**config.mk**
```make
export PLATFORM = sky130hd
export DESIGN_NAME = serial_adder_ctrl
export DESIGN_NICKNAME = d
export VERILOG_FILES = /design/src/rtl/serial_adder_ctrl_pkg.sv /design/src/rtl/fa_cell.sv /design/src/rtl/serial_adder_ctrl.sv
export SDC_FILE = /design/constraint.sdc
export NUM_CORES = 1
export LEC_CHECK = 0
export ABC_CLOCK_PERIOD_IN_PS = 1400
export CAP_MARGIN = 20
export CORE_MARGIN = 2
export CORE_UTILIZATION = 40
export CTS_CLUSTER_SIZE = 14
export DETAILED_ROUTE_END_ITERATION = 10
export GPL_TIMING_DRIVEN = 0
export PLACE_DENSITY = 0.75
export SYNTH_ARGS = -nofsm -noshare
export SYNTH_HDL_FRONTEND = slang
export SYNTH_SLANG_ARGS = --single-unit
export TNS_END_PERCENT = 5
```
**constraint.sdc**
```tcl
create_clock -name clk_in -period 1.4 [get_ports clk_in]
set_input_delay 0.35 -clock clk_in [delete_from_list [all_inputs] [get_ports clk_in]]
set_output_delay 0.35 -clock clk_in [all_outputs]
set_load 0.01 [all_outputs]
```
**src/rtl/serial_adder_ctrl_pkg.sv**
```systemverilog
// Shared definitions for the bit-serial adder: default width, FSM state
// encodings and the counter-width helper.
package serial_adder_ctrl_pkg;

    localparam int unsigned DefaultWidth = 8;

    // 2'd3 is unused and recovers to StIdle.
    typedef enum logic [1:0] {
        StIdle  = 2'd0,
        StShift = 2'd1,
        StDone  = 2'd2
    } state_e;

    function automatic int unsigned cnt_width(input int unsigned w);
        return (w > 1) ? $clog2(w) : 1;
    endfunction

endpackage

```
**src/rtl/fa_cell.sv**
```systemverilog
// Gate-level single-bit full adder used as the serial adder's datapath.
module fa_cell (
    input  logic A_in,
    input  logic B_in,
    input  logic C_in,
    output logic Sum_out,
    output logic C_out
);

    logic ab_x;

    assign ab_x    = A_in ^ B_in;
    assign Sum_out = ab_x ^ C_in;
    assign C_out   = (A_in & B_in) | (ab_x & C_in);

endmodule

```
**src/rtl/serial_adder_ctrl.sv**
```systemverilog
// Bit-serial WIDTH-bit adder: one full-adder cell fed LSB first, carry held
// in a flop between cycles, result latched in parallel on completion.
module serial_adder_ctrl
    import serial_adder_ctrl_pkg::*;
#(
    parameter int unsigned WIDTH = DefaultWidth
) (
    input  logic             clk_in,
    input  logic             rst_in,
    input  logic             start_in,
    input  logic [WIDTH-1:0] A_par_in,
    input  logic [WIDTH-1:0] B_par_in,
    input  logic             C_in,
    output logic             busy_out,
    output logic             done_out,
    output logic [WIDTH-1:0] Sum_par_out,
    output logic             C_out
);

    localparam int unsigned     CntW    = cnt_width(WIDTH);
    localparam logic [CntW-1:0] CntLast = CntW'(WIDTH - 1);

    state_e           state_q;
    logic [WIDTH-1:0] sh_a_q;
    logic [WIDTH-1:0] sh_b_q;
    logic [WIDTH-1:0] sh_s_q;
    logic             carry_q;
    logic [CntW-1:0]  cnt_q;

    logic             fa_sum;
    logic             fa_carry;
    logic [WIDTH-1:0] sum_next;

    fa_cell u_fa_cell (
        .A_in    (sh_a_q[0]),
        .B_in    (sh_b_q[0]),
        .C_in    (carry_q),
        .Sum_out (fa_sum),
        .C_out   (fa_carry)
    );

    // New sum bit enters at the MSB; after WIDTH shifts bit 0 holds the LSB.
    assign sum_next = WIDTH'({fa_sum, sh_s_q} >> 1);

    always_ff @(posedge clk_in or posedge rst_in) begin
        if (rst_in) begin
            state_q     <= StIdle;
            sh_a_q      <= '0;
            sh_b_q      <= '0;
            sh_s_q      <= '0;
            carry_q     <= 1'b0;
            cnt_q       <= '0;
            busy_out    <= 1'b0;
            done_out    <= 1'b0;
            Sum_par_out <= '0;
            C_out       <= 1'b0;
        end else begin
            case (state_q)
                StIdle: begin
                    done_out <= 1'b0;
                    if (start_in) begin
                        sh_a_q   <= A_par_in;
                        sh_b_q   <= B_par_in;
                        carry_q  <= C_in;
                        cnt_q    <= '0;
                        busy_out <= 1'b1;
                        state_q  <= StShift;
                    end
                end
                StShift: begin
                    sh_a_q  <= sh_a_q >> 1;
                    sh_b_q  <= sh_b_q >> 1;
                    sh_s_q  <= sum_next;
                    carry_q <= fa_carry;
                    if (cnt_q == CntLast) begin
                        Sum_par_out <= sum_next;
                        C_out       <= fa_carry;
                        done_out    <= 1'b1;
                        state_q     <= StDone;
                    end else begin
                        cnt_q <= cnt_q + 1'b1;
                    end
                end
                StDone: begin
                    done_out <= 1'b0;
                    busy_out <= 1'b0;
                    state_q  <= StIdle;
                end
                default: begin
                    done_out <= 1'b0;
                    busy_out <= 1'b0;
                    state_q  <= StIdle;
                end
            endcase
        end
    end

endmodule
```
==> report_table.html, run 1 <==
<table>
<tr><th>Metric</th><th>Value</th></tr>
<tr><th colspan="2">Yosys</th></tr>
<tr><td>Largest cells by area after synthesis</td><td>sky130_fd_sc_hd__dfrtp_1, sky130_fd_sc_hd__mux2_4, sky130_fd_sc_hd__nor3b_1</td></tr>
<tr><td>Count of yosys warnings during synthesis</td><td>0</td></tr>
<tr><td>Syn Nets</td><td>183</td></tr>
<tr><td>Average cell area after synthesis</td><td>12.4 um^2</td></tr>
<tr><td>Number of flops mapped to enable cells by yosys</td><td>0</td></tr>
<tr><td>Top cells by count, synth</td><td>sky130_fd_sc_hd__dfrtp_1, sky130_fd_sc_hd__inv_1, sky130_fd_sc_hd__nor3b_1</td></tr>
<tr><td>Post-synthesis sequential area ratio</td><td>50.6%</td></tr>
<tr><td>Asr flop ratio synth</td><td>100%</td></tr>
<tr><td>Post-synth top area share</td><td>50.6%</td></tr>
<tr><td>Post-Syn Instances</td><td>159</td></tr>
<tr><td>Most repeated cell in the gate-level netlist after synthesis</td><td>sky130_fd_sc_hd__dfrtp_1</td></tr>
<tr><td>Synth unique cells</td><td>30</td></tr>
<tr><td>Number of register bits inferred by synthesis</td><td>40</td></tr>
<tr><td>Commonest register cell after synthesis</td><td>sky130_fd_sc_hd__dfrtp_1</td></tr>
<tr><td>Mapped Area</td><td>1980 um^2</td></tr>
<tr><td>Yosys top cell by area</td><td>sky130_fd_sc_hd__dfrtp_1</td></tr>
<tr><th colspan="2">Timing</th></tr>
<tr><td>Final worst-path setup slack</td><td>-71.8 ps</td></tr>
<tr><td>Final Critical Period</td><td>1470 ps</td></tr>
<tr><td>F_max</td><td>679 MHz</td></tr>
<tr><td>Worst-case hold slack</td><td>477 ps</td></tr>
<tr><td>Ratio of final minimum period to clock period</td><td>105%</td></tr>
<tr><td>Max-slew violation total from the final report</td><td>0</td></tr>
<tr><td>Number of hold-slack violations in the final timing report</td><td>0</td></tr>
<tr><td>Worst Max-Slew Pin Slew</td><td>816 ps</td></tr>
<tr><td>Post-Route Skew</td><td>3.10 ps</td></tr>
<tr><td>Max-slew headroom at the worst pin</td><td>45.5%</td></tr>
<tr><td>Setup repair after global routing missed its margin</td><td>true</td></tr>
<tr><td>Setup Total Neg Slack</td><td>-688 ps</td></tr>
<tr><td>Final setup violating endpoints</td><td>12</td></tr>
<tr><th colspan="2">Route</th></tr>
<tr><td>Via density</td><td>5.00</td></tr>
<tr><td>Post-detailed-route count of antenna-violating nets</td><td>0</td></tr>
<tr><td>DRC marker count from the first detailed-route iteration</td><td>53</td></tr>
<tr><td>DR pass1 iterations</td><td>4</td></tr>
<tr><td>Via count</td><td>1320</td></tr>
<tr><td>WL/cell</td><td>14.3 um</td></tr>
<tr><td>Number of remaining DRC errors</td><td>0</td></tr>
<tr><td>Total Routed Length</td><td>3780 um</td></tr>
<tr><th colspan="2">Placed design</th></tr>
<tr><td>Placed cell count</td><td>256</td></tr>
<tr><td>Port Buf Inserts</td><td>30</td></tr>
<tr><td>Final weighted congestion in routability-driven placement</td><td>0.712</td></tr>
<tr><td>Half-perimeter wire length after detailed placement</td><td>2560 um</td></tr>
<tr><td>Placed inst area</td><td>2370 um^2</td></tr>
<tr><th colspan="2">Hold path</th></tr>
<tr><td>Tightest Hold Check Type</td><td>flip-flop to flip-flop</td></tr>
<tr><th colspan="2">GRT</th></tr>
<tr><td>Initial antenna violation count</td><td>0</td></tr>
<tr><td>Global-route wire length before repair</td><td>6350 um</td></tr>
<tr><td>GRT Residual Overflow</td><td>0</td></tr>
<tr><td>Largest net degree at the start of global routing</td><td>41</td></tr>
<tr><td>Number of global-route vias before repair</td><td>1402</td></tr>
<tr><td>Total GRT Usage</td><td>15.3%</td></tr>
<tr><th colspan="2">Setup path</th></tr>
<tr><td>CP Data Required Time</td><td>1580 ps</td></tr>
<tr><td>Category of the worst setup path capture point</td><td>flip-flop</td></tr>
<tr><td>Type of the worst setup path</td><td>flip-flop to flip-flop</td></tr>
<tr><td>Critical Path Fanout Max</td><td>10</td></tr>
<tr><td>Type of element launching the critical path</td><td>flip-flop</td></tr>
<tr><td>Critical Path AT</td><td>1650 ps</td></tr>
<tr><th colspan="2">Power</th></tr>
<tr><td>Net switching fraction of the power</td><td>33.6%</td></tr>
<tr><td>Power spent charging and discharging nets</td><td>1.63 mW</td></tr>
<tr><td>Pwr Total</td><td>4.86 mW</td></tr>
<tr><td>Peak supply drop</td><td>0.631 mV</td></tr>
<tr><td>Reg power frac</td><td>41.8%</td></tr>
<tr><td>Logic pwr share</td><td>43.6%</td></tr>
<tr><td>Total power divided by cell area</td><td>1920 nW/um^2</td></tr>
<tr><td>Portion of total power attributed to the clock network</td><td>14.6%</td></tr>
<tr><td>Cell-internal power</td><td>3.23 mW</td></tr>
<tr><td>Standby leakage power</td><td>1.15 nW</td></tr>
<tr><th colspan="2">Clocking</th></tr>
<tr><td>Level count of the clock H-tree</td><td>2</td></tr>
<tr><td>Number of buffers on the longest clock path</td><td>2</td></tr>
<tr><td>Clock latency on the worst-skew pair</td><td>290 ps</td></tr>
<tr><td>CTS Buf Count</td><td>5</td></tr>
<tr><td>CTS Root Cell</td><td>sky130_fd_sc_hd__clkbuf_8</td></tr>
<tr><td>Sink count of the clock tree</td><td>40</td></tr>
<tr><td>Number of hold buffers added after cts</td><td>0</td></tr>
<tr><td>CTS tree</td><td>yes</td></tr>
<tr><td>Clk pin slew, worst setup/hold paths</td><td>70 ps</td></tr>
<tr><th colspan="2">Floorplan</th></tr>
<tr><td>Floorplan row count</td><td>25</td></tr>
<tr><td>Die width</td><td>74.3 um</td></tr>
<tr><td>Top-level port count</td><td>31</td></tr>
<tr><td>Core Region</td><td>4750 um^2</td></tr>
<tr><td>Die height</td><td>74.3 um</td></tr>
<tr><td>Die area</td><td>5520 um^2</td></tr>
<tr><td>Starting Density</td><td>41.6%</td></tr>
<tr><th colspan="2">Outcome</th></tr>
<tr><td>Violations in the final reports</td><td>setup timing</td></tr>
<tr><td>Result of the run</td><td>finished with violations</td></tr>
<tr><th colspan="2">Cells and area</th></tr>
<tr><td>Non-Filler Instances</td><td>264</td></tr>
<tr><td>Fillcell total</td><td>419</td></tr>
<tr><td>Share of post-route cells with drive strength above 1</td><td>24.9%</td></tr>
<tr><td>Nets@finish</td><td>221</td></tr>
<tr><td>Total inserted antenna cells</td><td>0</td></tr>
<tr><td>Area Growth Syn to Fin</td><td>28.3%</td></tr>
<tr><td>Final design instance area without fill</td><td>2540 um^2</td></tr>
<tr><th colspan="2">Flow run</th></tr>
<tr><td>Number of violations of the max-capacitance limit</td><td>0</td></tr>
</table>
==> state kept, by name, summed over array words and instances (netlist names) <==
signal	count
done_out	1
sh_a_q	8
sh_b_q	8
C_out	1
cnt_q	3
sh_s_q	7
busy_out	1
carry_q	1
state_q	2
Sum_par_out	8
==> routing by layer <==
metal  GRT usage, %  vias to the layer above  routed length, um
li1               -                      634                  -
met1           19.1                      654               1840
met2           25.1                       26               1730
met3           4.47                        6                157
met4           5.95                        0                 61
met5              0                        -                  0
==> worst max-delay path, cell delays in order, from the launching register on <==
cell	delay, ps
sky130_fd_sc_hd__dfrtp_1	430
sky130_fd_sc_hd__ha_4	190
sky130_fd_sc_hd__ha_4	150
sky130_fd_sc_hd__nand3b_1	90
sky130_fd_sc_hd__buf_6	180
sky130_fd_sc_hd__mux2_4	310
==> cells by family after synthesis <==
logic type	synth area share, %
AOI/OAI and AO/OA	10.2
DFF	50.6
muxes	10.8
adders and majority gates	2.91
and+or+nand+nor	16.6
buffers and inverters	8.80
==> worst paths after layout <==
kind	cells after the start	start	endpoint	slack, ps
worst max-delay path	5	cnt_q[0]	Sum_par_out[2]	-70
worst min-delay path	1	done_out	done_out	480
worst max register to register	5	cnt_q[0]	Sum_par_out[2]	-70
worst min register to register	1	done_out	done_out	480
max in group asynchronous	2	rst_in	sh_b_q[0]	350
min in group asynchronous	2	rst_in	Sum_par_out[5]	540
==> what timing repair did <==
action                                  CTS  global route
setup buffers                             0             1
resized for setup                        19             7
cloned                                    0             0
endpoints found under the setup margin   31            20
pin swaps                                 0             1
==> cell type report <==
class / instances / area, um^2 / area share (%)
Tap cell: 67 / 83.8 / 3.31
Clock buffer: 6 / 72.6 / 2.86
Timing Repair Buffer: 31 / 294 / 11.6
Clock inverter: 1 / 5.00 / 0.197
Inverter: 20 / 75.1 / 2.96
Buffer: 12 / 105 / 4.14
Multi-Input combinational cell: 87 / 900 / 35.5
Sequential cell: 40 / 1000 / 39.5
==> stage by stage <==
| step | worst slack (ps) | util [%] |
|---|---|---|
| 6_report | -71.8 | 53.3 |
| 5_1_grt | -131 | 53.3 |
| 4_1_cts | -71.7 | 52.2 |
| 3_5_place_dp | -429 | 49.8 |
| 3_3_place_gp | -716 | 49.8 |
| 2_1_floorplan | 1.62 | - |
==> cell usage in the layout (no fill, tap or decap), types with 4 or more instances in the layout <==
cell type                         Yosys  layout
sky130_fd_sc_hd__a211oi_1             9       8
sky130_fd_sc_hd__nor4b_2              0       6
sky130_fd_sc_hd__dlygate4sd2_1        0      11
sky130_fd_sc_hd__buf_6                6       7
sky130_fd_sc_hd__clkbuf_8             0       5
sky130_fd_sc_hd__a221oi_1             4       4
sky130_fd_sc_hd__clkdlybuf4s50_1      0      19
sky130_fd_sc_hd__mux2_4               9       9
sky130_fd_sc_hd__mux2_2               7       7
sky130_fd_sc_hd__nor2b_1              6       6
sky130_fd_sc_hd__nor3b_1             13      13
sky130_fd_sc_hd__dfrtp_1             40      40
sky130_fd_sc_hd__inv_1               20      19
==> power by group through the flow <==
stage	logic [mW]	clock network (mW)	registers, mW
after floorplan	1.46	0	2.03
after global placement	2.07	0	2.01
after detailed placement	2.13	0	2.04
after CTS	2.08	0.730	2.03
after global routing	2.36	0.788	2.11
final	2.12	0.708	2.03
(Power assumes the default switching activity.)
==> run 2, diff against run 1 <==
--- a/config.mk
+++ b/config.mk
@@ -7,8 +7,8 @@
 export LEC_CHECK = 0
 export ABC_CLOCK_PERIOD_IN_PS = 1400
 export CAP_MARGIN = 20
-export CORE_MARGIN = 2
 export CORE_UTILIZATION = 40
+export CTS_BUF_LIST = sky130_fd_sc_hd__clkbuf_8 sky130_fd_sc_hd__clkbuf_16
 export CTS_CLUSTER_SIZE = 14
 export DETAILED_ROUTE_END_ITERATION = 10
 export GPL_TIMING_DRIVEN = 0
@@ -16,4 +16,4 @@
 export SYNTH_ARGS = -nofsm -noshare
 export SYNTH_HDL_FRONTEND = slang
 export SYNTH_SLANG_ARGS = --single-unit
-export TNS_END_PERCENT = 5
+export TNS_END_PERCENT = 10
==> report_table.html, run 2 (synthesized netlist as in run 1, its figures left out) <==
<table>
<tr><th>Metric</th><th>Value</th></tr>
<tr><th colspan="2">Outcome</th></tr>
<tr><td>Result of the run</td><td>finished with violations</td></tr>
<tr><td>Violations in the final reports</td><td>setup timing</td></tr>
<tr><th colspan="2">Power</th></tr>
<tr><td>Standby leakage power</td><td>1.17 nW (+1.5%)</td></tr>
<tr><td>Total power divided by cell area</td><td>1990 nW/um^2 (+3.8%)</td></tr>
<tr><td>Peak supply drop</td><td>0.630 mV (about the same)</td></tr>
<tr><th colspan="2">Cells and area</th></tr>
<tr><td>Final core occ</td><td>53.7% (+0.34 points)</td></tr>
<tr><td>Registers with the most flip-flops</td><td>Sum_par_out x8, sh_a_q x8, sh_b_q x8</td></tr>
<tr><td>Most frequent cells in the layout</td><td>sky130_fd_sc_hd__dfrtp_1, sky130_fd_sc_hd__inv_1, sky130_fd_sc_hd__clkdlybuf4s50_1</td></tr>
<tr><td>Nets@finish</td><td>221 (unchanged)</td></tr>
<tr><td>Fillcell total</td><td>415 (-0.95%)</td></tr>
<tr><td>Leading cell type in the layout, fill and taps excluded</td><td>sky130_fd_sc_hd__dfrtp_1</td></tr>
<tr><td>Total inserted antenna cells</td><td>0 (unchanged)</td></tr>
<tr><td>Area of the multi-input gates</td><td>880 um^2 (-2.2%)</td></tr>
<tr><td>Area Growth Syn to Fin</td><td>29.1%</td></tr>
<tr><td>FF+latch area</td><td>1000 um^2 (unchanged)</td></tr>
<tr><td>Share of post-route cells with drive strength above 1</td><td>24.7% (-0.13 points)</td></tr>
<tr><th colspan="2">Setup path</th></tr>
<tr><td>Critical-path cell with the highest stage delay</td><td>sky130_fd_sc_hd__dfrtp_1</td></tr>
<tr><td>Type of the worst setup path</td><td>flip-flop to flip-flop</td></tr>
<tr><td>Critical Path Fanout Max</td><td>10 (unchanged)</td></tr>
<tr><td>Critical Path AT</td><td>1640 ps (about the same)</td></tr>
<tr><td>Cell chain of the critical path</td><td>ha_4 &gt; ha_4 &gt; nand3b_1 &gt; buf_6 &gt; mux2_4</td></tr>
<tr><td>Type of element launching the critical path</td><td>flip-flop</td></tr>
<tr><td>CP Data Required Time</td><td>1580 ps (about the same)</td></tr>
<tr><td>Most numerous cell on the critical path</td><td>sky130_fd_sc_hd__ha_4</td></tr>
<tr><td>Category of the worst setup path capture point</td><td>flip-flop</td></tr>
<tr><td>Maximum cell stage delay along the critical path</td><td>430 ps (about the same)</td></tr>
<tr><th colspan="2">Clocking</th></tr>
<tr><td>CTS Root Cell</td><td>sky130_fd_sc_hd__clkbuf_8</td></tr>
<tr><td>CTS tree</td><td>yes</td></tr>
<tr><td>Number of buffers on the longest clock path</td><td>2 (unchanged)</td></tr>
<tr><td>Level count of the clock H-tree</td><td>2 (unchanged)</td></tr>
<tr><td>CTS Buf Count</td><td>5 (unchanged)</td></tr>
<tr><td>Sink count of the clock tree</td><td>40 (unchanged)</td></tr>
<tr><td>Clock latency on the worst-skew pair</td><td>290 ps (about the same)</td></tr>
<tr><td>Number of hold buffers added after cts</td><td>0 (unchanged)</td></tr>
<tr><td>Clk pin slew, worst setup/hold paths</td><td>80 ps (about the same)</td></tr>
<tr><th colspan="2">Route</th></tr>
<tr><td>WL/cell</td><td>13.9 um (-2.9%)</td></tr>
<tr><td>Post-detailed-route count of antenna-violating nets</td><td>0 (unchanged)</td></tr>
<tr><td>DRC marker count from the first detailed-route iteration</td><td>73 (+38%)</td></tr>
<tr><td>DR pass1 iterations</td><td>4 (unchanged)</td></tr>
<tr><td>Via density</td><td>5.00 (about the same)</td></tr>
<tr><td>Total Routed Length</td><td>3690 um (-2.6%)</td></tr>
<tr><td>Number of remaining DRC errors</td><td>0 (unchanged)</td></tr>
<tr><td>Via count</td><td>1326 (+0.45%)</td></tr>
<tr><th colspan="2">Floorplan</th></tr>
<tr><td>Top-level port count</td><td>31 (unchanged)</td></tr>
<tr><td>Starting Density</td><td>41.6% (unchanged)</td></tr>
<tr><td>Die width</td><td>72.3 um (-2.7%)</td></tr>
<tr><td>Die area</td><td>5230 um^2 (-5.3%)</td></tr>
<tr><td>Core Region</td><td>4750 um^2 (unchanged)</td></tr>
<tr><td>Die height</td><td>72.3 um (-2.7%)</td></tr>
<tr><td>Floorplan row count</td><td>25 (unchanged)</td></tr>
<tr><th colspan="2">Timing</th></tr>
<tr><td>F_max</td><td>685 MHz (+0.76%)</td></tr>
<tr><td>Final setup violating endpoints</td><td>12 (unchanged)</td></tr>
<tr><td>Worst Max-Slew Pin Slew</td><td>830 ps (+13.4 ps)</td></tr>
<tr><td>Number of hold-slack violations in the final timing report</td><td>0 (unchanged)</td></tr>
<tr><td>Max-slew headroom at the worst pin</td><td>44.6% (-0.89 points)</td></tr>
<tr><td>Ratio of final minimum period to clock period</td><td>104% (-0.79 points)</td></tr>
<tr><td>Final Critical Period</td><td>1460 ps (-11.1 ps)</td></tr>
<tr><td>Worst-case hold slack</td><td>485 ps (+8.18 ps)</td></tr>
<tr><td>Final worst-path setup slack</td><td>-60.8 ps (+11.1 ps)</td></tr>
<tr><td>Setup repair after global routing missed its margin</td><td>true</td></tr>
<tr><td>Max-slew violation total from the final report</td><td>0 (unchanged)</td></tr>
<tr><td>Post-Route Skew</td><td>7.86 ps (+4.76 ps)</td></tr>
<tr><th colspan="2">GRT</th></tr>
<tr><td>Met2 GRT Util</td><td>25.0% (-0.073 points)</td></tr>
<tr><td>Most crowded layer after global routing</td><td>met2</td></tr>
<tr><td>Met1 track demand over resource</td><td>20.9% (+1.8 points)</td></tr>
<tr><td>Largest net degree at the start of global routing</td><td>41 (unchanged)</td></tr>
<tr><td>Total GRT Usage</td><td>16.0% (+0.70 points)</td></tr>
<tr><td>Initial antenna violation count</td><td>0 (unchanged)</td></tr>
<tr><td>GRT Residual Overflow</td><td>0 (unchanged)</td></tr>
<tr><td>Global routing usage on met3</td><td>4.31% (-0.17 points)</td></tr>
<tr><td>Number of global-route vias before repair</td><td>1412 (+0.71%)</td></tr>
<tr><td>Global-route wire length before repair</td><td>6330 um (-0.33%)</td></tr>
<tr><th colspan="2">Flow run</th></tr>
<tr><td>Number of violations of the max-capacitance limit</td><td>0 (unchanged)</td></tr>
<tr><th colspan="2">Placed design</th></tr>
<tr><td>Half-perimeter wire length after detailed placement</td><td>2490 um (-2.7%)</td></tr>
<tr><td>Port Buf Inserts</td><td>30 (unchanged)</td></tr>
<tr><td>Final weighted congestion in routability-driven placement</td><td>0.732 (+2.8%)</td></tr>
<tr><th colspan="2">Hold path</th></tr>
<tr><td>Tightest Hold Check Type</td><td>flip-flop to flip-flop</td></tr>
</table>
## run 2: cell types whose count changed in the layout (fill, tap and decap cells not counted), sizes merged
cell and change:
clkbuf -1, clkinvlp +1, dlymetal6s2s +1, clkdlybuf4s50 -1, bufinv +1
## run 2: final cells by class
class                      instances  share of cell area [%]
sequential                        40                    39.2
multi-input combinational         87                    34.5
timing repair buffer              31                    11.6
buffer                            12                    4.12
tap                               67                    3.28
inverter                          20                    2.94
clock buffer                       5                    2.70
clock inverter                     3                    1.67
## run 2: stage by stage
| step | worst slack [ps] | area [um^2] | total power [mW] | setup TNS (ps) | std cells |
|---|---|---|---|---|---|
| CTS | -73.6 | 2530 | 5.07 | -695 | 264 |
| global route | -99.1 | 2550 | 5.43 | -987 | 265 |
| finish | -60.8 | 2550 | 5.08 | -539 | 265 |
| global placement | -708 | 2370 | 4.08 | -33220 | 256 |
| floorplan | 1.62 | 1980 | 3.50 | 0 | 159 |
| detailed placement | -417 | 2370 | 4.17 | -6640 | 256 |
## run 2: power breakdown
group	leakage (nW)	internal, mW	switching, mW
sequential	0.461	1.69	0.329
combinational	0.651	1.20	0.918
clock	0.0541	0.527	0.409
total	1.17	3.42	1.66
## run 2: path summary, 6_finish.rpt
kind / cells after the start / startpoint / slack (ps) / endpoint
setup / recovery: 5 / cnt_q[1] / -60 / Sum_par_out[7]
hold reg to reg: 1 / done_out / 480 / done_out
min in group asynchronous: 2 / rst_in / 540 / sh_s_q[5]
hold / removal: 1 / done_out / 480 / done_out
setup reg to reg: 5 / cnt_q[1] / -60 / Sum_par_out[7]
max in group asynchronous: 2 / rst_in / 320 / sh_b_q[1]
## run 2: worst max-delay path: cells and delay by family (launching register included)
family,cells,cell delay (ps)
DFF,1,430
buffers and inverters,1,180
and+or+nand+nor,1,90
adders and majority gates,2,340
muxes,1,310
## run 2: what timing repair did
action                                  4_1_cts  5_1_grt
endpoints found under the setup margin       32       19
pin swaps                                     0        0
resized for setup                            21        3
setup buffers                                 0        1
## run 2: metal layers
metal  part of all wire [%]  up-vias
met2                     45       32
met1                     50      640
li1                       -      646
met5                      0        -
met4                    1.9        0
met3                    3.7        8
==> run 3, diff against run 2 <==
==> constraint.sdc (replaced) <==
create_clock -name clk_in -period 1.4 [get_ports clk_in]
set_input_delay 0.35 -clock clk_in [delete_from_list [all_inputs] [get_ports clk_in]]
set_output_delay 0.35 -clock clk_in [all_outputs]
set_load 0.05 [all_outputs]
==> report_table.html, run 3 (synthesized netlist as in run 1, its figures left out) <==
<table>
<tr><th>Metric</th><th>Value</th></tr>
<tr><th colspan="2">Outcome</th></tr>
<tr><td>Result of the run</td><td>finished with violations</td></tr>
<tr><td>Violations in the final reports</td><td>setup timing</td></tr>
<tr><th colspan="2">Timing</th></tr>
<tr><td>F_max</td><td>685 MHz (about the same)</td></tr>
<tr><td>Setup Total Neg Slack</td><td>-538 ps (+0.752 ps)</td></tr>
<tr><td>Number of hold-slack violations in the final timing report</td><td>0 (unchanged)</td></tr>
<tr><td>Worst-case hold slack</td><td>484 ps (-0.738 ps)</td></tr>
<tr><td>Final worst-path setup slack</td><td>-60.7 ps (+0.0792 ps)</td></tr>
<tr><td>Final Critical Period</td><td>1460 ps (-0.0792 ps)</td></tr>
<tr><td>Ratio of final minimum period to clock period</td><td>104% (about the same)</td></tr>
<tr><td>Final setup violating endpoints</td><td>12 (unchanged)</td></tr>
<tr><td>Max-slew headroom at the worst pin</td><td>44.6% (about the same)</td></tr>
<tr><td>Post-Route Skew</td><td>7.86 ps (unchanged)</td></tr>
<tr><td>Worst Max-Slew Pin Slew</td><td>830 ps (+0.0246 ps)</td></tr>
<tr><td>Max-slew violation total from the final report</td><td>0 (unchanged)</td></tr>
<tr><td>Setup repair after global routing missed its margin</td><td>true</td></tr>
<tr><th colspan="2">Clocking</th></tr>
<tr><td>CTS Buf Count</td><td>5 (unchanged)</td></tr>
<tr><td>CTS Root Cell</td><td>sky130_fd_sc_hd__clkbuf_8</td></tr>
<tr><td>Sink count of the clock tree</td><td>40 (unchanged)</td></tr>
<tr><td>Clock latency on the worst-skew pair</td><td>290 ps (about the same)</td></tr>
<tr><td>CTS tree</td><td>yes</td></tr>
<tr><td>Clk pin slew, worst setup/hold paths</td><td>80 ps (about the same)</td></tr>
<tr><td>Number of hold buffers added after cts</td><td>0 (unchanged)</td></tr>
<tr><td>Level count of the clock H-tree</td><td>2 (unchanged)</td></tr>
<tr><td>Number of buffers on the longest clock path</td><td>2 (unchanged)</td></tr>
<tr><th colspan="2">Route</th></tr>
<tr><td>Via density</td><td>5.00 (about the same)</td></tr>
<tr><td>Via count</td><td>1325 (-0.075%)</td></tr>
<tr><td>DRC marker count from the first detailed-route iteration</td><td>73 (unchanged)</td></tr>
<tr><td>Post-detailed-route count of antenna-violating nets</td><td>0 (unchanged)</td></tr>
<tr><td>WL/cell</td><td>14.0 um (+0.41%)</td></tr>
<tr><td>Total Routed Length</td><td>3700 um (+0.41%)</td></tr>
<tr><td>DR pass1 iterations</td><td>4 (unchanged)</td></tr>
<tr><td>Number of remaining DRC errors</td><td>0 (unchanged)</td></tr>
<tr><th colspan="2">Flow run</th></tr>
<tr><td>Number of violations of the max-capacitance limit</td><td>0 (unchanged)</td></tr>
<tr><th colspan="2">Floorplan</th></tr>
<tr><td>Core Region</td><td>4750 um^2 (unchanged)</td></tr>
<tr><td>Floorplan row count</td><td>25 (unchanged)</td></tr>
<tr><td>Die area</td><td>5230 um^2 (unchanged)</td></tr>
<tr><td>Top-level port count</td><td>31 (unchanged)</td></tr>
<tr><td>Die height</td><td>72.3 um (unchanged)</td></tr>
<tr><td>Starting Density</td><td>41.6% (unchanged)</td></tr>
<tr><td>Die width</td><td>72.3 um (unchanged)</td></tr>
<tr><th colspan="2">Placed design</th></tr>
<tr><td>Final weighted congestion in routability-driven placement</td><td>0.732 (unchanged)</td></tr>
<tr><td>Placement-stage worst setup slack</td><td>-417 ps (unchanged)</td></tr>
<tr><td>Port Buf Inserts</td><td>30 (unchanged)</td></tr>
<tr><td>Half-perimeter wire length after detailed placement</td><td>2490 um (unchanged)</td></tr>
<tr><td>Placed inst area</td><td>2370 um^2 (unchanged)</td></tr>
<tr><th colspan="2">Cells and area</th></tr>
<tr><td>Leading cell type in the layout, fill and taps excluded</td><td>sky130_fd_sc_hd__dfrtp_1</td></tr>
<tr><td>Total inserted antenna cells</td><td>0 (unchanged)</td></tr>
<tr><td>Registers with the most flip-flops</td><td>Sum_par_out x8, sh_a_q x8, sh_b_q x8</td></tr>
<tr><td>Share of post-route cells with drive strength above 1</td><td>30.3% (+5.6 points)</td></tr>
<tr><td>Most frequent cells in the layout</td><td>sky130_fd_sc_hd__dfrtp_1, sky130_fd_sc_hd__inv_1, sky130_fd_sc_hd__clkdlybuf4s50_1</td></tr>
<tr><td>Final design instance area without fill</td><td>2530 um^2 (-0.88%)</td></tr>
<tr><td>Area Growth Syn to Fin</td><td>28.0%</td></tr>
<tr><td>Nets@finish</td><td>221 (unchanged)</td></tr>
<tr><th colspan="2">GRT</th></tr>
<tr><td>Initial antenna violation count</td><td>0 (unchanged)</td></tr>
<tr><td>Global-route wire length before repair</td><td>6330 um (unchanged)</td></tr>
<tr><td>Number of global-route vias before repair</td><td>1412 (unchanged)</td></tr>
<tr><td>Largest net degree at the start of global routing</td><td>41 (unchanged)</td></tr>
<tr><td>GRT Residual Overflow</td><td>0 (unchanged)</td></tr>
<tr><td>Total GRT Usage</td><td>16.0% (unchanged)</td></tr>
<tr><th colspan="2">Setup path</th></tr>
<tr><td>Critical Path AT</td><td>1640 ps (about the same)</td></tr>
<tr><td>Type of the worst setup path</td><td>flip-flop to flip-flop</td></tr>
<tr><td>Type of element launching the critical path</td><td>flip-flop</td></tr>
<tr><td>Category of the worst setup path capture point</td><td>flip-flop</td></tr>
<tr><td>Critical Path Fanout Max</td><td>10 (unchanged)</td></tr>
<tr><td>CP Data Required Time</td><td>1580 ps (about the same)</td></tr>
<tr><th colspan="2">Power</th></tr>
<tr><td>Standby leakage power</td><td>1.16 nW (-0.55%)</td></tr>
<tr><td>Peak supply drop</td><td>0.673 mV (+6.9%)</td></tr>
<tr><td>Total power divided by cell area</td><td>2180 nW/um^2 (+9.4%)</td></tr>
<tr><th colspan="2">Hold path</th></tr>
<tr><td>Tightest Hold Check Type</td><td>flip-flop to flip-flop</td></tr>
</table>
==> run 3: routing by layer <==
metal  vias up  wire (um)  GRT usage, %
met5         -          0             0
met4         0         71          6.75
met3         8        149          4.31
met2        32       1650          25.0
met1       641       1830          20.9
li1        644          -             -
==> run 3: worst max-delay path: stages, from the launching register on <==
cell and delay, ps:
sky130_fd_sc_hd__dfrtp_1 430, sky130_fd_sc_hd__ha_4 190, sky130_fd_sc_hd__ha_4 150, sky130_fd_sc_hd__nand3b_1 90
sky130_fd_sc_hd__buf_6 180, sky130_fd_sc_hd__mux2_4 310
==> run 3: repair_timing <==
| action | 4_1_cts | 5_1_grt |
|---|---|---|
| hold endpoints to repair | 0 | 0 |
| gates resized for setup | 43 | 19 |
| setup buffers | 0 | 1 |
| setup endpoints to repair | 32 | 27 |
==> run 3: area by class of cell <==
class                   count  area (um^2)
repair buffers             31          274
clock inverters             3         42.5
flip-flops and latches     40         1000
fillers                   425         2220
inverters                  20         75.1
multi-input cells          87          880
well taps                  67         83.8
clock buffers               5         68.8
plain buffers              12          105
==> run 3: per-stage QoR <==
stage	cells	power (mW)	util [%]
after global placement	256	4.52	49.8
after floorplan	159	3.93	-
final	265	5.51	53.2
after detailed placement	256	4.60	49.8
after global routing	265	5.86	53.2
after CTS	264	5.57	53.7
==> run 3: where the power goes <==
part / total (mW) / internal (mW) / switching, mW
Sequential: 2.02 / 1.69 / 0.331
Combinational: 2.55 / 1.19 / 1.36
Clock: 0.936 / 0.527 / 0.409
Total: 5.51 / 3.41 / 2.09
==> run 3: worst paths after layout <==
check | depth (start not counted) | from | slack (ps) | end
min reg2reg | 1 | done_out | 480 | done_out
max in group asynchronous | 2 | rst_in | 320 | sh_b_q[1]
max reg2reg | 5 | cnt_q[1] | -60 | Sum_par_out[7]
max | 5 | cnt_q[1] | -60 | Sum_par_out[7]
min in group asynchronous | 2 | rst_in | 540 | sh_s_q[5]
min | 1 | done_out | 480 | done_out
